===== src/rtl/step_motor_ctrl.sv =====
// Stepper motor phase sequencer: runs a requested number of steps at a programmable rate.
// Define STEP_HALF_EN for the 8-entry half-step table; the default build uses the 4-entry full-step table.
module step_motor_ctrl (
  input  logic       clk,
  input  logic       rst,
  input  logic       start,
  input  logic       dir,
  input  logic [7:0] steps,
  input  logic [7:0] period,
  input  logic       abort,
  output logic [3:0] phase,
  output logic       busy,
  output logic       done,
  output logic [7:0] remaining
);

`ifdef STEP_HALF_EN
  localparam int IDX_W = 3;

  function automatic logic [3:0] pattern(input logic [IDX_W-1:0] idx);
    case (idx)
      3'd0:    pattern = 4'b1000;
      3'd1:    pattern = 4'b1100;
      3'd2:    pattern = 4'b0100;
      3'd3:    pattern = 4'b0110;
      3'd4:    pattern = 4'b0010;
      3'd5:    pattern = 4'b0011;
      3'd6:    pattern = 4'b0001;
      default: pattern = 4'b1001;
    endcase
  endfunction
`else
  localparam int IDX_W = 2;

  function automatic logic [3:0] pattern(input logic [IDX_W-1:0] idx);
    case (idx)
      2'd0:    pattern = 4'b1000;
      2'd1:    pattern = 4'b0100;
      2'd2:    pattern = 4'b0010;
      default: pattern = 4'b0001;
    endcase
  endfunction
`endif

  typedef enum logic [1:0] {IDLE, RUN, DONE} state_e;

  state_e           state_q, state_d;
  logic [IDX_W-1:0] idx_q, idx_d;
  logic [7:0]       presc_q, presc_d;
  logic [7:0]       rem_q, rem_d;
  logic [7:0]       period_q, period_d;
  logic             dir_q, dir_d;
  logic [3:0]       phase_q;
  logic             busy_q, done_q;

  // NOTE: every _d gets a default first so no path through the case leaves it unassigned (no latches).
  always_comb begin
    state_d  = state_q;
    idx_d    = idx_q;
    presc_d  = presc_q;
    rem_d    = rem_q;
    period_d = period_q;
    dir_d    = dir_q;
    case (state_q)
      IDLE: begin
        if (start) begin
          dir_d    = dir;
          period_d = period;
          rem_d    = steps;
          presc_d  = 8'd0;
          state_d  = (steps == 8'd0) ? DONE : RUN;
        end
      end
      RUN: begin
        if (presc_q == period_q) begin
          presc_d = 8'd0;
          idx_d   = dir_q ? idx_q + 1'b1 : idx_q - 1'b1;
          rem_d   = rem_q - 8'd1;
          if (rem_q == 8'd1) state_d = DONE;
        end else begin
          presc_d = presc_q + 8'd1;
        end
        // A step due on the abort cycle has already been applied above.
        if (abort) state_d = DONE;
      end
      DONE:    state_d = IDLE;
      default: state_d = IDLE;
    endcase
  end

  // NOTE: state registers use non-blocking assignments so every flop samples pre-edge values.
  always_ff @(posedge clk) begin
    if (rst) begin
      state_q  <= IDLE;
      idx_q    <= '0;
      presc_q  <= 8'd0;
      rem_q    <= 8'd0;
      period_q <= 8'd0;
      dir_q    <= 1'b0;
      phase_q  <= 4'b0000;
      busy_q   <= 1'b0;
      done_q   <= 1'b0;
    end else begin
      state_q  <= state_d;
      idx_q    <= idx_d;
      presc_q  <= presc_d;
      rem_q    <= rem_d;
      period_q <= period_d;
      dir_q    <= dir_d;
      // Outputs are registered from the next state so they line up with state_q.
      phase_q  <= (state_d == IDLE) ? 4'b0000 : pattern(idx_d);
      busy_q   <= (state_d == RUN);
      done_q   <= (state_d == DONE);
    end
  end

  assign phase     = phase_q;
  assign busy      = busy_q;
  assign done      = done_q;
  assign remaining = rem_q;

endmodule


===== config.mk =====
export PLATFORM = sky130hd
export DESIGN_NAME = step_motor_ctrl
export DESIGN_NICKNAME = d
export VERILOG_FILES = /design/src/rtl/step_motor_ctrl.sv
export SDC_FILE = /design/constraint.sdc
export NUM_CORES = 1
export LEC_CHECK = 0
export CAP_MARGIN = 20
export CORE_MARGIN = 5
export CORE_UTILIZATION = 53
export CTS_BUF_LIST = sky130_fd_sc_hd__clkbuf_2 sky130_fd_sc_hd__clkbuf_4 sky130_fd_sc_hd__clkbuf_8
export DETAILED_ROUTE_END_ITERATION = 12
export PLACE_DENSITY = 0.82
export REMOVE_ABC_BUFFERS = 1
export SYNTH_ARGS = -nofsm -noshare
export SYNTH_HDL_FRONTEND = slang
export SYNTH_SLANG_ARGS = --single-unit

===== constraint.sdc =====
create_clock -name clk -period 2.25 [get_ports clk]
set_input_delay 0.3375 -clock clk [delete_from_list [all_inputs] [get_ports clk]]
set_output_delay 0.3375 -clock clk [all_outputs]
set_load 0.02 [all_outputs]

==> flow_metrics.tcl <==
set metrics [dict create \
    rsz0062_at_grt "no" \
    tns_ns 0 \
    hold_path.class "register to register" \
    seq_power_share_pct 50.1 \
    ir_drop_uv 435.4 \
    cts_buffers 5 \
    worstSkewPairLatency_ns 0.33 \
    cts_resized 0 \
    ys_ff_latch 35 \
    synthTopCellsByCount "dfxtp_1, nand2_1, a21oi_1" \
    cp_cell_sequence "or4_1 -> nor3_1 -> a41oi_1 -> a32o_1" \
    leakage_nw 0.8682 \
    diodes 0 \
    whs_ns 0.4742 \
    grt_overflow 0 \
    cp_slowest_cell "or4_1" \
    route.detailed.drc 0 \
    synth_cell_types 44 \
    combPwrFrac_pct 28.0 \
    globalplace.congestion 0.8959 \
    slowest_delay_ns 0.59 \
    clock-sinks 35 \
    min_period_over_period_pct 88.06 \
    grt_max_degree 26 \
    fillCellCount 300 \
    syn_inst 216 \
    grt_pass1_vias 1572 \
    synth_async_sr_flop_share_pct 0 \
    start_kind "register" \
    ff2ff_path_depth 4 \
    die_width_um 67.66 \
    yosys_warnings 0 \
    dp.cells 291 \
    synth_most_common_cell "dfxtp_1" \
    period_minus_slack_ns 1.981 \
    row_count 21 \
    r2r_start "remaining[2]" \
    cap_violations 0 \
    crit_fanout 8 \
    cts_setup_buffers 0 \
    initial_core_util_pct 53.64 \
    layout.nets 276 \
    fp.coreArea_um2 3284 \
    fin_cells 297 \
    grt_pass1_wl_um 7217 \
    fmax_ghz 0.5047 \
    setup_violations 0 \
    p_int_mw 0.9547 \
    antenna_found_initial 0 \
    crit_path_end "state_q[0]" \
    ys_seq_area_share_pct 39.77 \
    dr.pass1.iters 4 \
    crit_start "remaining[2]" \
    dp_hpwl_um 3123 \
    cts_hold_buf 0 \
    seqCellArea_um2 700.7 \
    synth_flop_cell "dfxtp_1" \
    crit_required_ns 2.47 \
    cts_htree_levels 2 \
    drive_above_1_share_pct 6.773 \
    place_area_um2 2158 \
    switching_share_pct 32.83 \
    power_density_nw_per_um2 645.1 \
    synth_top_area_cell "dfxtp_1" \
    multi_input_area_um2 992.2 \
    areaGrowthSynthToFinish_pct 25.07 \
    drt_wl_total_um 4301 \
    drt-initial-drc-count 252 \
    drv_slew 0 \
    clkSlewWorstSetupHoldPaths_ns 0.11 \
    fin_skew_ns 0.01073 \
    arrival_ns 2.20 \
    grtUsageTotal_pct 20.74 \
    route.vias.total 1710 \
    ant_nets 0 \
    crit_type "register to register" \
    synthTopCellsByArea "dfxtp_1, a21oi_1, nand2_1, xor2_1, nor2_1" \
    p_clk_share_pct 21.9 \
    portBuffers 34 \
    r2r-end "state_q[0]" \
    synth_top_area_share_pct 39.77 \
    cp-end-kind "register" \
    clockRootBuffer "clkbuf_4" \
    status "complete, no violations" \
    finalPower_mw 1.421 \
    syn_area_um2 1762 \
    vias_per_cell 5.758 \
    syn_avg_cell_area_um2 8.156 \
    hold_viol 0 \
    fin_area_um2 2203 \
    r2r_slack_ns 0.27 \
    wire_per_inst_um 14.48 \
    die_h_um 67.66 \
    ios 35 \
    cts_tree "built" \
    relSlewSlack_pct 50.96 \
    max_slew.worst_pin.slew_ns 0.7340 \
    synth_edf_count 0 \
    clk_path_buf_depth 2 \
    switchingPower_mw 0.4667 \
    die_area_um2 4577 \
]
[worst min path at each step]
stage,cells past startpoint,end,start,slack (ns)
global placement,2,period_q[1],period_q[1],0.46
detailed placement,2,period_q[6],period_q[6],0.46
finish,2,period_q[4],period_q[4],0.47
floorplan,1,dir_q,rst,0.41
global route,2,period_q[6],period_q[6],0.50
CTS,2,period_q[7],period_q[7],0.48
[critical path, delay by kind of cell (launching register included)]
kind,cells,cell delay (ns)
simple gates,2,0.92
compound gates,2,0.55
flops,1,0.40
[layout make-up]
class	count	share of cell area, %
sequential	35	31.80
clock inverter	1	0.3407
timing repair buffer	41	17.83
inverter	4	0.6814
multi-input combinational	165	45.03
tap	46	2.612
clock buffer	5	1.704
[metrics by stage]
| step | setup slack, ns | utilization (%) |
|---|---|---|
| 2_1_floorplan | 0.4272 | - |
| 3_3_place_gp | 0.3466 | 65.71 |
| 3_5_place_dp | 0.3108 | 65.71 |
| 4_1_cts | 0.3074 | 67.09 |
| 5_1_grt | 0.04915 | 67.09 |
| 6_report | 0.2687 | 67.09 |
[registers in the layout, summed over array words and instances, names as in the netlist, 2 cells and up]
name	flops
idx_q	2
period_q	8
phase	4
presc_q	8
remaining	8
state_q	2
[cells by family after synthesis]
group                      count (synthesis)  synth area share, %
DFF                                       35                39.77
muxes                                      1               0.5682
buffers and inverters                     16                3.906
adders and majority gates                  3                2.131
and+or+nand+nor                           86                24.15
AOI/OAI and AO/OA                         62                23.01
xor gates and xnor gates                  13                6.463
[cell usage in the layout (no fill, tap or decap), drive strengths merged, types with 2 or more instances in the layout]
cell and n:
ha 3, a32o 3, and3 3, buf 7, xnor2 2, inv 4, nand3b 2, dfxtp 35
nor4 7, a211oi 2, clkbuf 5, nand2 31, a21oi 27, o311ai 4, xor2 11, o21ai 6
nor2 17, o32ai 3, a22oi 3, clkdlybuf4s50 34, or3 3, a22o 2, a31oi 3, nor3 7
nand2b 5, nand3 6
[power groups by stage]
stage / clock network (mW) / registers [mW] / logic [mW]
after detailed placement: 0 / 0.726 / 0.393
after global routing: 0.342 / 0.721 / 0.436
after global placement: 0 / 0.725 / 0.387
final: 0.311 / 0.712 / 0.398
after floorplan: 0 / 0.745 / 0.200
after CTS: 0.318 / 0.712 / 0.395
[metal layers]
metal | wire length, um | up-vias | track usage (%)
met1 | 1973 | 794 | 27.10
met5 | 0 | - | 0
met2 | 1996 | 49 | 32.81
li1 | - | 858 | -
met3 | 255 | 9 | 4.326
met4 | 77 | 0 | 8.861
(Power assumes the default switching activity.)
==> RTL edit 1 (same settings) <==
`IDX_W`: 2 -> 1.
--- a/src/rtl/step_motor_ctrl.sv
+++ b/src/rtl/step_motor_ctrl.sv
@@ -30,7 +30,7 @@
     endcase
   endfunction
 `else
-  localparam int IDX_W = 2;
+  localparam int IDX_W = 1;
 
   function automatic logic [3:0] pattern(input logic [IDX_W-1:0] idx);
     case (idx)
Check against the original RTL: not equivalent (a bounded check fails within 4 cycles, from zero or initial values and one cycle with rst high).
==> RTL edit 1 against the unedited design <==
- sequential cell count fell by 4
- power fell by 5.9%
- worst setup slack improved by 220 ps
- routed wire length fell by 9.6%
- final area fell by 9.1%
- clock skew rose by 0.51 ps
- count of clock-buffer cells in the layout rose by 1
- area after synthesis fell by 7.9%
- critical path type unchanged
- critical endpoint is now remaining[7]
- largest power group unchanged
- highest routed layer unchanged
==> RTL edit 1: results (changes against the unedited design) <==
- The worst-case hold slack was 476 ps (+1.47 ps).
- In the post-synthesis netlist, the biggest area contributors are sky130_fd_sc_hd__dfxtp_1, sky130_fd_sc_hd__nand2_1, sky130_fd_sc_hd__a21oi_1, sky130_fd_sc_hd__xnor2_1, sky130_fd_sc_hd__nor2_1.
- The net switching power figure was 436 uW (-6.6%).
- The launch instance of the worst min-delay path is period_q[5].
- The net switching fraction of the power is 0.326 (-0.00251).
- The synthesis-stage register bit count is 31 (-11%).
- The clock transition at the registers of the reported paths is 90 ps (-20 ps).
- The wire length per cell after detailed routing is 15.0 um (+3.3%).
- The data arrival time of the worst path was 1950 ps (-250 ps).
- The biggest cell delay along the critical path came to 510 ps (-80 ps).
- The cell family contributing the most delay on the critical path is compound AO/OA/AOI/OAI gates.
- The worst clock skew was 11.2 ps (+0.507 ps).
- The number of different library cells in the post-synthesis netlist came to 43 (-2.3%).
- The via count of the first global-routing pass is 1422 (-9.5%).
- The run finished with clean final reports.
- The final non-filler cell total was 260 (-12%).
- The fraction of power consumed by sequential logic is 0.471 (-0.030).
- The first-iteration detailed-routing DRC count is 101 (-60%).
- The worst-margin pin slew is 600 ps (-134 ps).
- The number of multi-input logic gates came to 151 (-8.5%).
- The worst register-to-register path ends at remaining[7].
- The mean post-synth cell area was 8.28 um^2 (+1.5%).
- The number of buffers other than clock buffers in the final layout is 34 (-17%).
- The count of buffers inserted at the top-level ports is 31 (-8.8%).
- The placed standard-cell area was 1950 um^2 (-9.9%).
- The path with the worst hold slack has its endpoint at period_q[5].
- The final-stage net count is 251 (-9.1%).
- The pre-CTS setup slack came to 251 ps (-60.0 ps).
- The area growth from synthesis to layout is 23.4%.
- The commonest cells after synthesis are sky130_fd_sc_hd__dfxtp_1, sky130_fd_sc_hd__nand2_1, sky130_fd_sc_hd__a21oi_1, sky130_fd_sc_hd__nor2_1, sky130_fd_sc_hd__o21ai_0.
- The share of power burned in the clock network is 0.245 (+0.026).
- The last weighted congestion value of the routability-driven placer was 0.896 (about the same).
- The wire length of the first global-routing pass was 6.31 mm (-13%).
- The number of clock-tree buffers in the layout was 6 (+1).
- The top fanout value on the critical path is 16 (+8).
- The pin count of the biggest net entering global routing is 18 (-31%).
- The register area is 621 um^2 (-11%).
- The worst voltage drop across the vdd grid is 0.313 mV (-28%).
- The final-layout fill cell count is 258 (-14%).
- The setup slack on the worst flop-to-flop path is 490 ps (+220 ps).
- The static leakage power was 0.000712 uW (-18%).
- The reg-to-reg critical path startpoint is presc_q[3].
- The clock distribution area overhead in the final layout came to 0.0281 (+0.00768).
- The area occupied by multi-input gates is 936 um^2 (-5.7%).
- The sequential element share of the synthesized area is 0.382 (-0.0153).
==> RTL edit 1: layer usage <==
metal,vias up,GRT usage,wire length (um)
li1,761,-,-
met2,31,0.325,1840
met4,0,0.0518,68
met1,727,0.225,1820
met5,-,0,0
met3,7,0.0479,162
==> RTL edit 1: worst max-delay path by stage <==
stage,to,start,slack (ps)
floorplan,busy,remaining[3],650
global placement,remaining[1],start,280
detailed placement,remaining[1],start,250
CTS,remaining[3],remaining[3],500
global route,phase[2],presc_q[2],380
finish,remaining[7],presc_q[3],490
==> RTL edit 1: cell families after synthesis <==
kind of cell               after synthesis  synth area share
AOI/OAI and AO/OA                       54             0.227
xor gates and xnor gates                11            0.0640
adders and majority gates                3            0.0231
buffers and inverters                   15            0.0432
DFF                                     31             0.382
muxes                                    1           0.00617
other                                    1           0.00231
and+or+nand+nor                         80             0.251
==> RTL edit 2 (same flow settings) <==
Without the edit above. The 3 states of `state_e` get a one-hot encoding in 3 bits.
--- a/src/rtl/step_motor_ctrl.sv
+++ b/src/rtl/step_motor_ctrl.sv
@@ -42,7 +42,7 @@
   endfunction
 `endif
 
-  typedef enum logic [1:0] {IDLE, RUN, DONE} state_e;
+  typedef enum logic [2:0] {IDLE = 3'b001, RUN = 3'b010, DONE = 3'b100} state_e;
 
   state_e           state_q, state_d;
   logic [IDX_W-1:0] idx_q, idx_d;
Behaviour: same outputs for any inputs over 10 cycles, from zero or initial values and one cycle with rst high; not proved beyond that.
==> RTL edit 2 against the unedited design <==
- first-iteration DRC count decreased by 36%
- routed wire length grew 3.7%
- area after synthesis increased by 0.28%
- sequential power is 1% lower
- worst setup slack worse by 96 ps
- global-route usage is 0.55 points higher
- largest cell class unchanged
- power is 3.3% higher
- final area grew 2.2%
- worst hold slack improved by 1.6 ps
- sequential cell count is 1 higher
- clock skew shrank 6.9 ps
==> RTL edit 2: results (changes against the unedited design) <==
- The HPWL reported at the end of detailed placement is 3.21 mm (+2.9%).
- The post-synthesis mux area share is 0.00567 (-0.0000161).
- The routing usage on met1 was 0.283 (+0.0123).
- The data arrival time of the worst path is 2360 ps (+160 ps).
- The run finished with clean final reports.
- The wire length the detailed router placed on met1 came to 2.04 mm (+3.3%).
- The pin count of the biggest net entering global routing is 17 (-35%).
- The endpoint of the worst setup timing path is idx_q[1].
- The wire length per cell after detailed routing was 15.1 um (+4.4%).
- The via count of the first global-routing pass is 1642 (+4.5%).
- The end point of the worst hold path is period_q[6].
- The worst voltage drop across the vdd grid is 0.414 mV (-5.0%).
- The number of clock-tree buffers in the layout is 6 (+1).
- The area occupied by multi-input gates was 988 um^2 (-0.38%).
- By area the synthesized netlist is led by sky130_fd_sc_hd__dfxtp_1, sky130_fd_sc_hd__a21oi_1, sky130_fd_sc_hd__nand2_1, sky130_fd_sc_hd__xor2_1, sky130_fd_sc_hd__nor2_1.
- The number of flip-flops and latches is 36 (+2.9%).
- The worst-case hold slack is 476 ps (+1.56 ps).
- The number of buffers other than clock buffers in the final layout is 40 (-2.4%).
- The length in cells of the worst reg-to-reg path is 5 (+1).
- The global routing met3 resource utilization is 0.0483 (+0.00499).
- By count the netlist is led by sky130_fd_sc_hd__dfxtp_1, sky130_fd_sc_hd__nand2_1, sky130_fd_sc_hd__a21oi_1, sky130_fd_sc_hd__nor2_1, sky130_fd_sc_hd__clkbuf_1.
- The setup slack on the worst flop-to-flop path is 170 ps (-100 ps).
- The placed standard-cell area is 2170 um^2 (+0.58%).
- The fraction of cell area in non-clock buffers was 0.171 (-0.00710).
- The clock distribution area overhead in the final layout is 0.0356 (+0.0151).
- The static leakage power was 0.000842 uW (-3.1%).
- The last weighted congestion value of the routability-driven placer is 0.923 (+3.0%).
- The wire length reported by the detailed router is 4.46 mm (+3.7%).
- The net switching power figure is 420 uW (-10%).
- The total length of routed met2 wires came to 2.03 mm (+1.5%).
- The final worst-path cycle share was 0.923 (+0.0427).
- The fraction of final layout cells with drive strength greater than 1 came to 0.0763 (+0.00858).
- The sequential element share of the synthesized area is 0.408 (+0.0102).
- The met2 track demand over resource in global routing came to 0.340 (+0.0122).
## RTL edit 2: changes by cell type after synthesis, sizes merged, moves of 4 or more
| cell | unedited run | this run |
|---|---|---|
| clkbuf | 8 | 12 |
| nand3 | 6 | 10 |
| a21oi | 27 | 21 |
| nand2b | 5 | 0 |
| nand2 | 31 | 26 |
| o21ai | 6 | 10 |
## RTL edit 2: worst reg2reg max path, cell delays in order (launching register included)
cell and delay, ps:
sky130_fd_sc_hd__dfxtp_1 440, sky130_fd_sc_hd__xor2_1 120, sky130_fd_sc_hd__nor4_2 580, sky130_fd_sc_hd__nand3_2 310, sky130_fd_sc_hd__or3_1 410, sky130_fd_sc_hd__a21oi_1 140
## RTL edit 2: through the flow
stage | total power, uW | utilization
finish | 1470 | 0.685
global route | 1530 | 0.685
CTS | 1470 | 0.685
detailed placement | 1010 | 0.661
global placement | 1010 | 0.661
floorplan | 870 | -
